**src/rtl/pipeline_pkg.sv**
```systemverilog
// pipeline_pkg: shared state codes, command codes and drain default for the pipeline controller.
package pipeline_pkg;
    localparam int DRAIN_CYC_DEF = 3;
    typedef enum logic [2:0] {
        ST_IDLE   = 3'd0,
        ST_RUN    = 3'd1,
        ST_STEP   = 3'd2,
        ST_DRAIN  = 3'd3,
        ST_HALTED = 3'd4
    } state_t;
    typedef enum logic [1:0] {
        CMD_NOP  = 2'd0,
        CMD_RUN  = 2'd1,
        CMD_STEP = 2'd2,
        CMD_STOP = 2'd3
    } cmd_t;
endpackage

```
**src/rtl/pipeline_ctrl_if.sv**
```systemverilog
// pipeline_ctrl_if: debug command handshake, halt detect and pipeline control outputs.
interface pipeline_ctrl_if #(
    parameter int CNT_SZ = 32,
    parameter int CMD_SZ = 2
);
    logic [CMD_SZ-1:0] i_cmd;
    logic              i_cmd_valid;
    logic              o_cmd_ready;
    logic              i_halt_D;
    logic              o_pipe_en;
    logic              o_pc_en;
    logic              o_halted;
    logic [CNT_SZ-1:0] o_cycle_count;
    logic [2:0]        o_state;
    modport master (
        output i_cmd, i_cmd_valid, i_halt_D,
        input  o_cmd_ready, o_pipe_en, o_pc_en, o_halted, o_cycle_count, o_state
    );
    modport slave (
        input  i_cmd, i_cmd_valid, i_halt_D,
        output o_cmd_ready, o_pipe_en, o_pc_en, o_halted, o_cycle_count, o_state
    );
endinterface

```
**src/rtl/cycle_counter.sv**
```systemverilog
// cycle_counter: wrapping enable counter with synchronous active-low reset.
module cycle_counter #(
    parameter int W = 32
) (
    input  logic         i_clk,
    input  logic         i_reset,
    input  logic         i_en,
    output logic [W-1:0] o_count
);
    always_ff @(posedge i_clk) begin
        if (!i_reset) o_count <= '0;
        else if (i_en) o_count <= o_count + W'(1);
    end
endmodule

```
**src/rtl/pipeline_ctrl.sv**
```systemverilog
// pipeline_ctrl: debug-driven run/step/stop controller that drains the pipeline on HALT.
module pipeline_ctrl
    import pipeline_pkg::*;
#(
    parameter int CNT_SZ    = 32,
    parameter int DRAIN_CYC = DRAIN_CYC_DEF,
    parameter int CMD_SZ    = 2
) (
    input logic           i_clk,
    input logic           i_reset,
    pipeline_ctrl_if.slave bus
);
    localparam int DW = (DRAIN_CYC > 1) ? $clog2(DRAIN_CYC) : 1;

    state_t          state, state_nx;
    logic [DW-1:0]   drain_cnt;
    logic            ready, accept, pipe_en, pc_en, drain_last;
    logic [CNT_SZ-1:0] count;

    assign ready      = (state == ST_IDLE) || (state == ST_RUN) || (state == ST_HALTED);
    assign accept     = bus.i_cmd_valid && ready;
    assign drain_last = drain_cnt == DW'(DRAIN_CYC - 1);

    always_ff @(posedge i_clk) begin
        if (!i_reset) begin
            state     <= ST_IDLE;
            drain_cnt <= '0;
        end else begin
            state     <= state_nx;
            drain_cnt <= (state == ST_DRAIN) ? drain_cnt + DW'(1) : '0;
        end
    end

    // HALT in ID takes priority over any command arriving in the same cycle
    always_comb begin
        state_nx = state;
        pipe_en  = 1'b0;
        pc_en    = 1'b0;
        case (state)
            ST_IDLE: begin
                state_nx = (accept && bus.i_cmd == CMD_SZ'(CMD_RUN))  ? ST_RUN  :
                           (accept && bus.i_cmd == CMD_SZ'(CMD_STEP)) ? ST_STEP : ST_IDLE;
            end
            ST_RUN: begin
                pipe_en  = 1'b1;
                pc_en    = !bus.i_halt_D;
                state_nx = bus.i_halt_D ? ST_DRAIN :
                           (accept && bus.i_cmd == CMD_SZ'(CMD_STOP)) ? ST_IDLE : ST_RUN;
            end
            ST_STEP: begin
                pipe_en  = 1'b1;
                pc_en    = !bus.i_halt_D;
                state_nx = bus.i_halt_D ? ST_DRAIN : ST_IDLE;
            end
            ST_DRAIN: begin
                pipe_en  = 1'b1;
                state_nx = drain_last ? ST_HALTED : ST_DRAIN;
            end
            ST_HALTED: state_nx = ST_HALTED;
            default:   state_nx = ST_IDLE;
        endcase
    end

    cycle_counter #(.W(CNT_SZ)) u_cnt (
        .i_clk   (i_clk),
        .i_reset (i_reset),
        .i_en    (pipe_en),
        .o_count (count)
    );

    assign bus.o_cmd_ready   = ready;
    assign bus.o_pipe_en     = pipe_en;
    assign bus.o_pc_en       = pc_en;
    assign bus.o_halted      = state == ST_HALTED;
    assign bus.o_cycle_count = count;
    assign bus.o_state       = state;
endmodule

```
**src/flat_wrapper.sv**
```systemverilog
// flat-port wrapper written by rule: the top's interface ports become plain ports
module pipeline_ctrl_flat import pipeline_pkg::*;
#(
    parameter int CNT_SZ    = 32,
    parameter int DRAIN_CYC = DRAIN_CYC_DEF,
    parameter int CMD_SZ    = 2
)
  (i_clk, i_reset, bus_i_cmd, bus_i_cmd_valid, bus_i_halt_D, bus_o_cmd_ready, bus_o_pipe_en, bus_o_pc_en, bus_o_halted, bus_o_cycle_count, bus_o_state);
  pipeline_ctrl_if #(.CNT_SZ(CNT_SZ), .CMD_SZ(CMD_SZ)) bus_i ();
  input logic i_clk;
  input logic i_reset;
  input wire logic [$bits(bus_i.i_cmd)-1:0] bus_i_cmd;
  input wire logic [$bits(bus_i.i_cmd_valid)-1:0] bus_i_cmd_valid;
  input wire logic [$bits(bus_i.i_halt_D)-1:0] bus_i_halt_D;
  output wire logic [$bits(bus_i.o_cmd_ready)-1:0] bus_o_cmd_ready;
  output wire logic [$bits(bus_i.o_pipe_en)-1:0] bus_o_pipe_en;
  output wire logic [$bits(bus_i.o_pc_en)-1:0] bus_o_pc_en;
  output wire logic [$bits(bus_i.o_halted)-1:0] bus_o_halted;
  output wire logic [$bits(bus_i.o_cycle_count)-1:0] bus_o_cycle_count;
  output wire logic [$bits(bus_i.o_state)-1:0] bus_o_state;
  assign bus_i.i_cmd = bus_i_cmd;
  assign bus_i.i_cmd_valid = bus_i_cmd_valid;
  assign bus_i.i_halt_D = bus_i_halt_D;
  assign bus_o_cmd_ready = bus_i.o_cmd_ready;
  assign bus_o_pipe_en = bus_i.o_pipe_en;
  assign bus_o_pc_en = bus_i.o_pc_en;
  assign bus_o_halted = bus_i.o_halted;
  assign bus_o_cycle_count = bus_i.o_cycle_count;
  assign bus_o_state = bus_i.o_state;
  pipeline_ctrl #(.CNT_SZ(CNT_SZ), .DRAIN_CYC(DRAIN_CYC), .CMD_SZ(CMD_SZ)) u_core (.i_clk(i_clk), .i_reset(i_reset), .bus(bus_i));
endmodule
```
**config.mk**
```make
export PLATFORM = sky130hd
export DESIGN_NAME = pipeline_ctrl_flat
export DESIGN_NICKNAME = d
export VERILOG_FILES = /design/src/rtl/pipeline_pkg.sv /design/src/rtl/pipeline_ctrl_if.sv /design/src/rtl/cycle_counter.sv /design/src/rtl/pipeline_ctrl.sv /design/src/flat_wrapper.sv
export SDC_FILE = /design/constraint.sdc
export NUM_CORES = 1
export LEC_CHECK = 0
export ABC_CLOCK_PERIOD_IN_PS = 2570
export BUFFER_PORTS_ARGS = -buffer_cell sky130_fd_sc_hd__buf_2
export CORE_ASPECT_RATIO = 1.5
export CORE_MARGIN = 1.5
export CORE_UTILIZATION = 49
export CTS_CLUSTER_SIZE = 30
export DETAILED_ROUTE_END_ITERATION = 8
export PLACE_DENSITY = 0.73
export RECOVER_POWER = 100
export SYNTH_ARGS = -nofsm -noshare
export SYNTH_HDL_FRONTEND = slang
export SYNTH_SLANG_ARGS = --single-unit
```
**constraint.sdc**
```tcl
create_clock -name i_clk -period 2.57 [get_ports i_clk]
set_clock_uncertainty 0.2 [all_clocks]
set_input_delay 0.514 -clock i_clk [delete_from_list [all_inputs] [get_ports i_clk]]
set_output_delay 0.514 -clock i_clk [all_outputs]
set_load 0.03 [all_outputs]
```
==> impl_metrics.env, run 1 <==
export IMPL_startpoint_type="flip-flop"
export IMPL_grt_pass1_wl_um=6840
export IMPL_grt_max_degree=28
export IMPL_yosys_most_used_dff="dfxtp_1"
export IMPL_drv_cap=0
export IMPL_antenna_found_initial=0
export IMPL_fin_nets=265
export IMPL_clock_root_buffer="clkbuf_8"
export IMPL_cts_hold_buf=0
export IMPL_p_seq_frac=0.452
export IMPL_p_per_area_nw_per_um2=619
export IMPL_rows=26
export IMPL_initial_core_util=0.517
export IMPL_postRouteAntennaNets=0
export IMPL_synthesis_area_sq_um=1780
export IMPL_wl_um=4150
export IMPL_end_kind="flip-flop"
export IMPL_fin_crit_ps=2370
export IMPL_core_sq_um=3450
export IMPL_switching_power_mw=0.307
export IMPL_fin_util=0.613
export IMPL_vias_per_cell=5.85
export IMPL_io_pins=45
export IMPL_leakagePower_nw=0.629
export IMPL_p_int_mw=1.00
export IMPL_clock_power_share=0.457
export IMPL_die_h_um=76.9
export IMPL_setup_violations=0
export IMPL_portBuffers=44
export IMPL_rsz0062_at_grt="false"
export IMPL_ctsResizeCount=0
export IMPL_critPathArrivalTime_ps=2400
export IMPL_run_status="completed"
export IMPL_cts_buffers=5
export IMPL_switching_share=0.235
export IMPL_syn_to_final_growth_pct=18.6
export IMPL_post_route_period_util=0.924
export IMPL_cts_sinks=37
export IMPL_postSynthAreaPerCell_sq_um=8.41
export IMPL_vias=1755
export IMPL_final_hold_violation_count=0
export IMPL_synth_seq_area_share=0.415
export IMPL_overflow=0
export IMPL_slew_headroom=0.669
export IMPL_ys_ff_latch=37
export IMPL_power_share_combinational=0.091
export IMPL_dp_cells=292
export IMPL_drv_slew=0
export IMPL_max_freq_mhz=421
export IMPL_syn_nets=220
export IMPL_fp_dieW_um=52.3
export IMPL_dp_hpwl_um=2830
export IMPL_htreeDepth=2
export IMPL_grt_usage=0.221
export IMPL_tightestPinTransition_ps=497
export IMPL_yosysWarningCount=0
export IMPL_drtIter0Drc=46
export IMPL_dieArea_sq_um=4020
export IMPL_clk_pin_slew_ps=80
export IMPL_synthCells=212
export IMPL_async_reset_ff_frac=0
export IMPL_layout_cells_non_filler=300
export IMPL_crit_fanout=26
export IMPL_post_cts_buffers=0
export IMPL_synth_edf_count=0
export IMPL_drive_above_1_share=0.0659
export IMPL_gp_congestion=0.746
export IMPL_fin_tns_setup_ps=0
export IMPL_ys_types=34
export IMPL_grt_pass1_vias=1541
export IMPL_hold_class="flip-flop to flip-flop"
export IMPL_cts_tree="built"
export IMPL_dr_pass1_iters=4
export IMPL_clkLatencyLatePin_ps=300
export IMPL_worstPathRequired_ps=2600
export IMPL_wl_per_cell_um=13.8
export IMPL_drc=0
export IMPL_ir_drop_mv=0.433
export IMPL_clk_path_buf_depth=2
export IMPL_path_class="flip-flop to flip-flop"
export IMPL_n_antenna_cell=0
-- synth_stat cells, types with 2 or more instances --
cell type,n,area (sq um)
nand4_1,7,43.8
clkbuf_1,10,37.5
inv_1,8,30.0
o21ai_0,7,35.0
nor3_1,3,15.0
a21oi_1,22,110
nand2_1,14,52.6
ha_1,2,25.0
nor4_1,5,31.3
or3_1,9,56.3
mux2i_1,2,20.0
or4_1,17,128
o31ai_1,14,105
dfxtp_1,37,741
xnor2_1,9,78.8
and4_1,2,17.5
nor2_1,16,60.1
xor2_1,2,17.5
a211oi_1,2,15.0
nand3_1,10,50.1
-- worst max-delay path, cell delays in order (launching register included) --
cell and delay, ps:
dfxtp_1 440, nand4_1 210, or4_1 560, buf_4 220
or4_1 510, a21oi_1 150
-- cell usage in the layout (no fill, tap or decap), types with 3 or more instances in the layout --
cell       n
nor2_1    16
nor4_1     5
dfxtp_1   37
inv_1      8
buf_4      4
nand2_1   14
a21oi_1   22
nand3_1   10
or3_1      9
nand4_1    8
o21ai_0    7
clkbuf_8   5
or4_1     17
clkbuf_1  42
buf_2      5
o31ai_1   14
nor3_1     3
xnor2_1    9
-- cell families after synthesis --
family,count (synthesis),share of synthesized area
AND/OR/NAND/NOR,89,0.284
adder cells (fa/ha/maj),2,0.0140
multiplexers,2,0.0112
XOR/XNOR,11,0.0540
flip-flops,37,0.415
buffers and inverters,21,0.0512
AO/OA/AOI/OAI,50,0.171
-- routing by layer --
| metal | routed length [um] | GRT usage | up-vias |
|---|---|---|---|
| met5 | 0 | 0 | - |
| met4 | 91 | 0.110 | 0 |
| met3 | 142 | 0.0350 | 8 |
| met2 | 2080 | 0.372 | 33 |
| met1 | 1840 | 0.262 | 836 |
| li1 | - | - | 878 |
-- state kept, by name, summed over array words and instances, names as in the netlist --
name,count
u_core.bus.o_state,3
u_core.drain_cnt,2
u_core.u_cnt.o_count,32
-- power groups by stage --
stage	sequential, mW	combinational, mW	clock [mW]
2_1_floorplan	0.623	0.0707	0
5_1_grt	0.593	0.131	0.632
3_5_place_dp	0.605	0.127	0
4_1_cts	0.592	0.127	0.608
6_report	0.592	0.120	0.598
3_3_place_gp	0.604	0.128	0
-- worst paths after layout --
check	from	endpoint	slack [ps]	depth (start not counted)
max	u_core.u_cnt.o_count[7]$_SDFFE_PN0P_	u_core.u_cnt.o_count[30]$_SDFFE_PN0P_	200	5
min	u_core.drain_cnt[0]$_SDFF_PN0_	u_core.drain_cnt[0]$_SDFF_PN0_	220	1
max reg2reg	u_core.u_cnt.o_count[7]$_SDFFE_PN0P_	u_core.u_cnt.o_count[30]$_SDFFE_PN0P_	200	5
min reg2reg	u_core.drain_cnt[0]$_SDFF_PN0_	u_core.drain_cnt[0]$_SDFF_PN0_	220	1
-- stage by stage --
stage / worst slack (ps) / total power, mW / hold WS [ps] / area (sq um)
after floorplan: 153 / 0.693 / 193 / 1780
after global placement: 293 / 0.732 / 203 / 2050
after detailed placement: 282 / 0.732 / 221 / 2050
after CTS: 247 / 1.33 / 231 / 2180
after global routing: 85.5 / 1.36 / 246 / 2110
final: 196 / 1.31 / 225 / 2110
-- cell type report --
type / count / area, sq um
fill: 349 / 1330
multi-input combinational: 154 / 945
sequential: 37 / 741
timing repair buffer: 51 / 213
clock buffer: 5 / 68.8
clock inverter: 3 / 65.1
tap: 42 / 52.6
inverter: 8 / 30.0
Power figures use the tool's default switching activity.
==> inputs of run 2 (changes only) <==
--- a/config.mk
+++ b/config.mk
@@ -7,12 +7,14 @@
 export LEC_CHECK = 0
 export ABC_CLOCK_PERIOD_IN_PS = 2570
 export BUFFER_PORTS_ARGS = -buffer_cell sky130_fd_sc_hd__buf_2
+export CELL_PAD_IN_SITES_DETAIL_PLACEMENT = 0
+export CELL_PAD_IN_SITES_GLOBAL_PLACEMENT = 2
 export CORE_ASPECT_RATIO = 1.5
 export CORE_MARGIN = 1.5
-export CORE_UTILIZATION = 49
+export CORE_UTILIZATION = 30
 export CTS_CLUSTER_SIZE = 30
 export DETAILED_ROUTE_END_ITERATION = 8
-export PLACE_DENSITY = 0.73
+export PLACE_DENSITY = 0.76
 export RECOVER_POWER = 100
 export SYNTH_ARGS = -nofsm -noshare
 export SYNTH_HDL_FRONTEND = slang
==> impl_metrics.env, run 2 (synthesis results as in run 1) <==
export IMPL_run_status="completed"
export IMPL_leakagePower_nw=0.628
export IMPL_reg2reg_depth=5
export IMPL_portBuffers=44
export IMPL_ir_drop_mv=0.271
export IMPL_path_class="flip-flop to flip-flop"
export IMPL_grt_pass1_vias=1638
export IMPL_tightestPinTransition_ps=526
export IMPL_grt_pass1_wl_um=7780
export IMPL_htreeDepth=2
export IMPL_worstPathRequired_ps=2590
export IMPL_core_sq_um=5790
export IMPL_overflow=0
export IMPL_final_hold_violation_count=0
export IMPL_setup_violations=0
export IMPL_n_antenna_cell=0
export IMPL_drc=0
export IMPL_final_area_sq_um=2140
export IMPL_crit_fanout=26
export IMPL_dieArea_sq_um=6420
export IMPL_syn_to_final_growth_pct=19.8
export IMPL_final_common_cell="clkbuf_1"
export IMPL_critPathArrivalTime_ps=2350
export IMPL_cts_tree="built"
export IMPL_dpl_cell_area_sq_um=2100
export IMPL_vias_per_cell=5.27
export IMPL_dr_pass1_iters=4
export IMPL_slew_headroom=0.650
export IMPL_post_route_period_util=0.904
export IMPL_layout_common_cells="clkbuf_1, dfxtp_1, a21oi_1"
export IMPL_antenna_found_initial=0
export IMPL_max_freq_mhz=430
export IMPL_vias=1750
export IMPL_hold_class="flip-flop to flip-flop"
export IMPL_gp_congestion=0.723
export IMPL_holdPathStages=1
export IMPL_r2r_start="u_core.u_cnt.o_count[7]$_SDFFE_PN0P_"
export IMPL_p_per_area_nw_per_um2=549
export IMPL_drv_cap=0
export IMPL_end_kind="flip-flop"
export IMPL_setup_ws_ps=245
export IMPL_wl_per_cell_um=13.9
export IMPL_fin_crit_ps=2320
export IMPL_cts_sinks=37
export IMPL_die_h_um=97.4
export IMPL_rsz0062_at_grt="false"
export IMPL_regMostFlops="u_core.u_cnt.o_count"
export IMPL_clk_pin_slew_ps=80
export IMPL_rows=34
export IMPL_fin_total_pwr_mw=1.17
export IMPL_min_to="u_core.drain_cnt[0]$_SDFF_PN0_"
export IMPL_drv_slew=0
export IMPL_clkLatencyLatePin_ps=290
export IMPL_fp_dieW_um=65.9
export IMPL_post_cts_buffers=0
export IMPL_cts_hold_buf=0
export IMPL_ctsResizeCount=0
export IMPL_drive_above_1_share=0.0769
export IMPL_grt_usage=0.154
export IMPL_clk_path_buf_depth=2
export IMPL_rrSetupSlack_ps=250
export IMPL_fin_tns_setup_ps=0
export IMPL_fin_nets=267
export IMPL_startpoint_type="flip-flop"
export IMPL_fin_util=0.369
export IMPL_drtIter0Drc=79
export IMPL_dp_hpwl_um=3220
export IMPL_clock_root_buffer="clkbuf_8"
export IMPL_initial_core_util=0.308
export IMPL_dp_slack_ps=299
export IMPL_largest_reg_flops=32
export IMPL_grt_max_degree=32
export IMPL_timing_rr_end="u_core.u_cnt.o_count[30]$_SDFFE_PN0P_"
export IMPL_io_pins=45
export IMPL_hold_start="u_core.drain_cnt[0]$_SDFF_PN0_"
export IMPL_cts_buffers=5
export IMPL_wl_um=4610
export IMPL_postRouteAntennaNets=0
## run 2: routing by layer
| layer | up-vias | routed length, um | track usage |
|---|---|---|---|
| li1 | 890 | - | - |
| met1 | 814 | 2080 | 0.191 |
| met2 | 41 | 2260 | 0.258 |
| met3 | 5 | 206 | 0.0336 |
| met4 | 0 | 68 | 0.0549 |
| met5 | - | 0 | 0 |
## run 2: worst max-delay path by stage
| stage | start | endpoint | slack, ps |
|---|---|---|---|
| global route | u_core.u_cnt.o_count[7]$_SDFFE_PN0P_ | u_core.u_cnt.o_count[26]$_SDFFE_PN0P_ | 70 |
| detailed placement | u_core.u_cnt.o_count[0]$_SDFFE_PN0P_ | u_core.u_cnt.o_count[27]$_SDFFE_PN0P_ | 300 |
| floorplan | u_core.u_cnt.o_count[8]$_SDFFE_PN0P_ | u_core.u_cnt.o_count[21]$_SDFFE_PN0P_ | 150 |
| CTS | u_core.u_cnt.o_count[9]$_SDFFE_PN0P_ | u_core.u_cnt.o_count[30]$_SDFFE_PN0P_ | 280 |
| finish | u_core.u_cnt.o_count[7]$_SDFFE_PN0P_ | u_core.u_cnt.o_count[30]$_SDFFE_PN0P_ | 250 |
| global placement | u_core.u_cnt.o_count[0]$_SDFFE_PN0P_ | u_core.u_cnt.o_count[31]$_SDFFE_PN0P_ | 300 |
## run 2: area by class of cell
type | instances | area (sq um)
Inverter | 8 | 30.0
Clock buffer | 7 | 96.3
Sequential cell | 37 | 741
Multi-Input combinational cell | 154 | 945
Fill cell | 690 | 3650
Timing Repair Buffer | 53 | 229
Tap cell | 72 | 90.1
Clock inverter | 1 | 5.00
## run 2: metrics by stage
step / hold WS [ps] / std cells
2_1_floorplan: 193 / 212
3_3_place_gp: 204 / 324
3_5_place_dp: 201 / 324
4_1_cts: 212 / 332
5_1_grt: 229 / 332
6_report: 212 / 332
## run 2: worst max-delay path, stage by stage (launching register included)
cell     delay (ps)
dfxtp_1         420
nand4_1         190
or4_1           550
buf_4           220
or4_1           510
a21oi_1         150
## run 2: power by group
| group | switching, mW | total [mW] | internal, mW |
|---|---|---|---|
| Combinational | 0.0875 | 0.122 | 0.0347 |
| Sequential | 0.00953 | 0.592 | 0.582 |
| Clock | 0.216 | 0.458 | 0.243 |
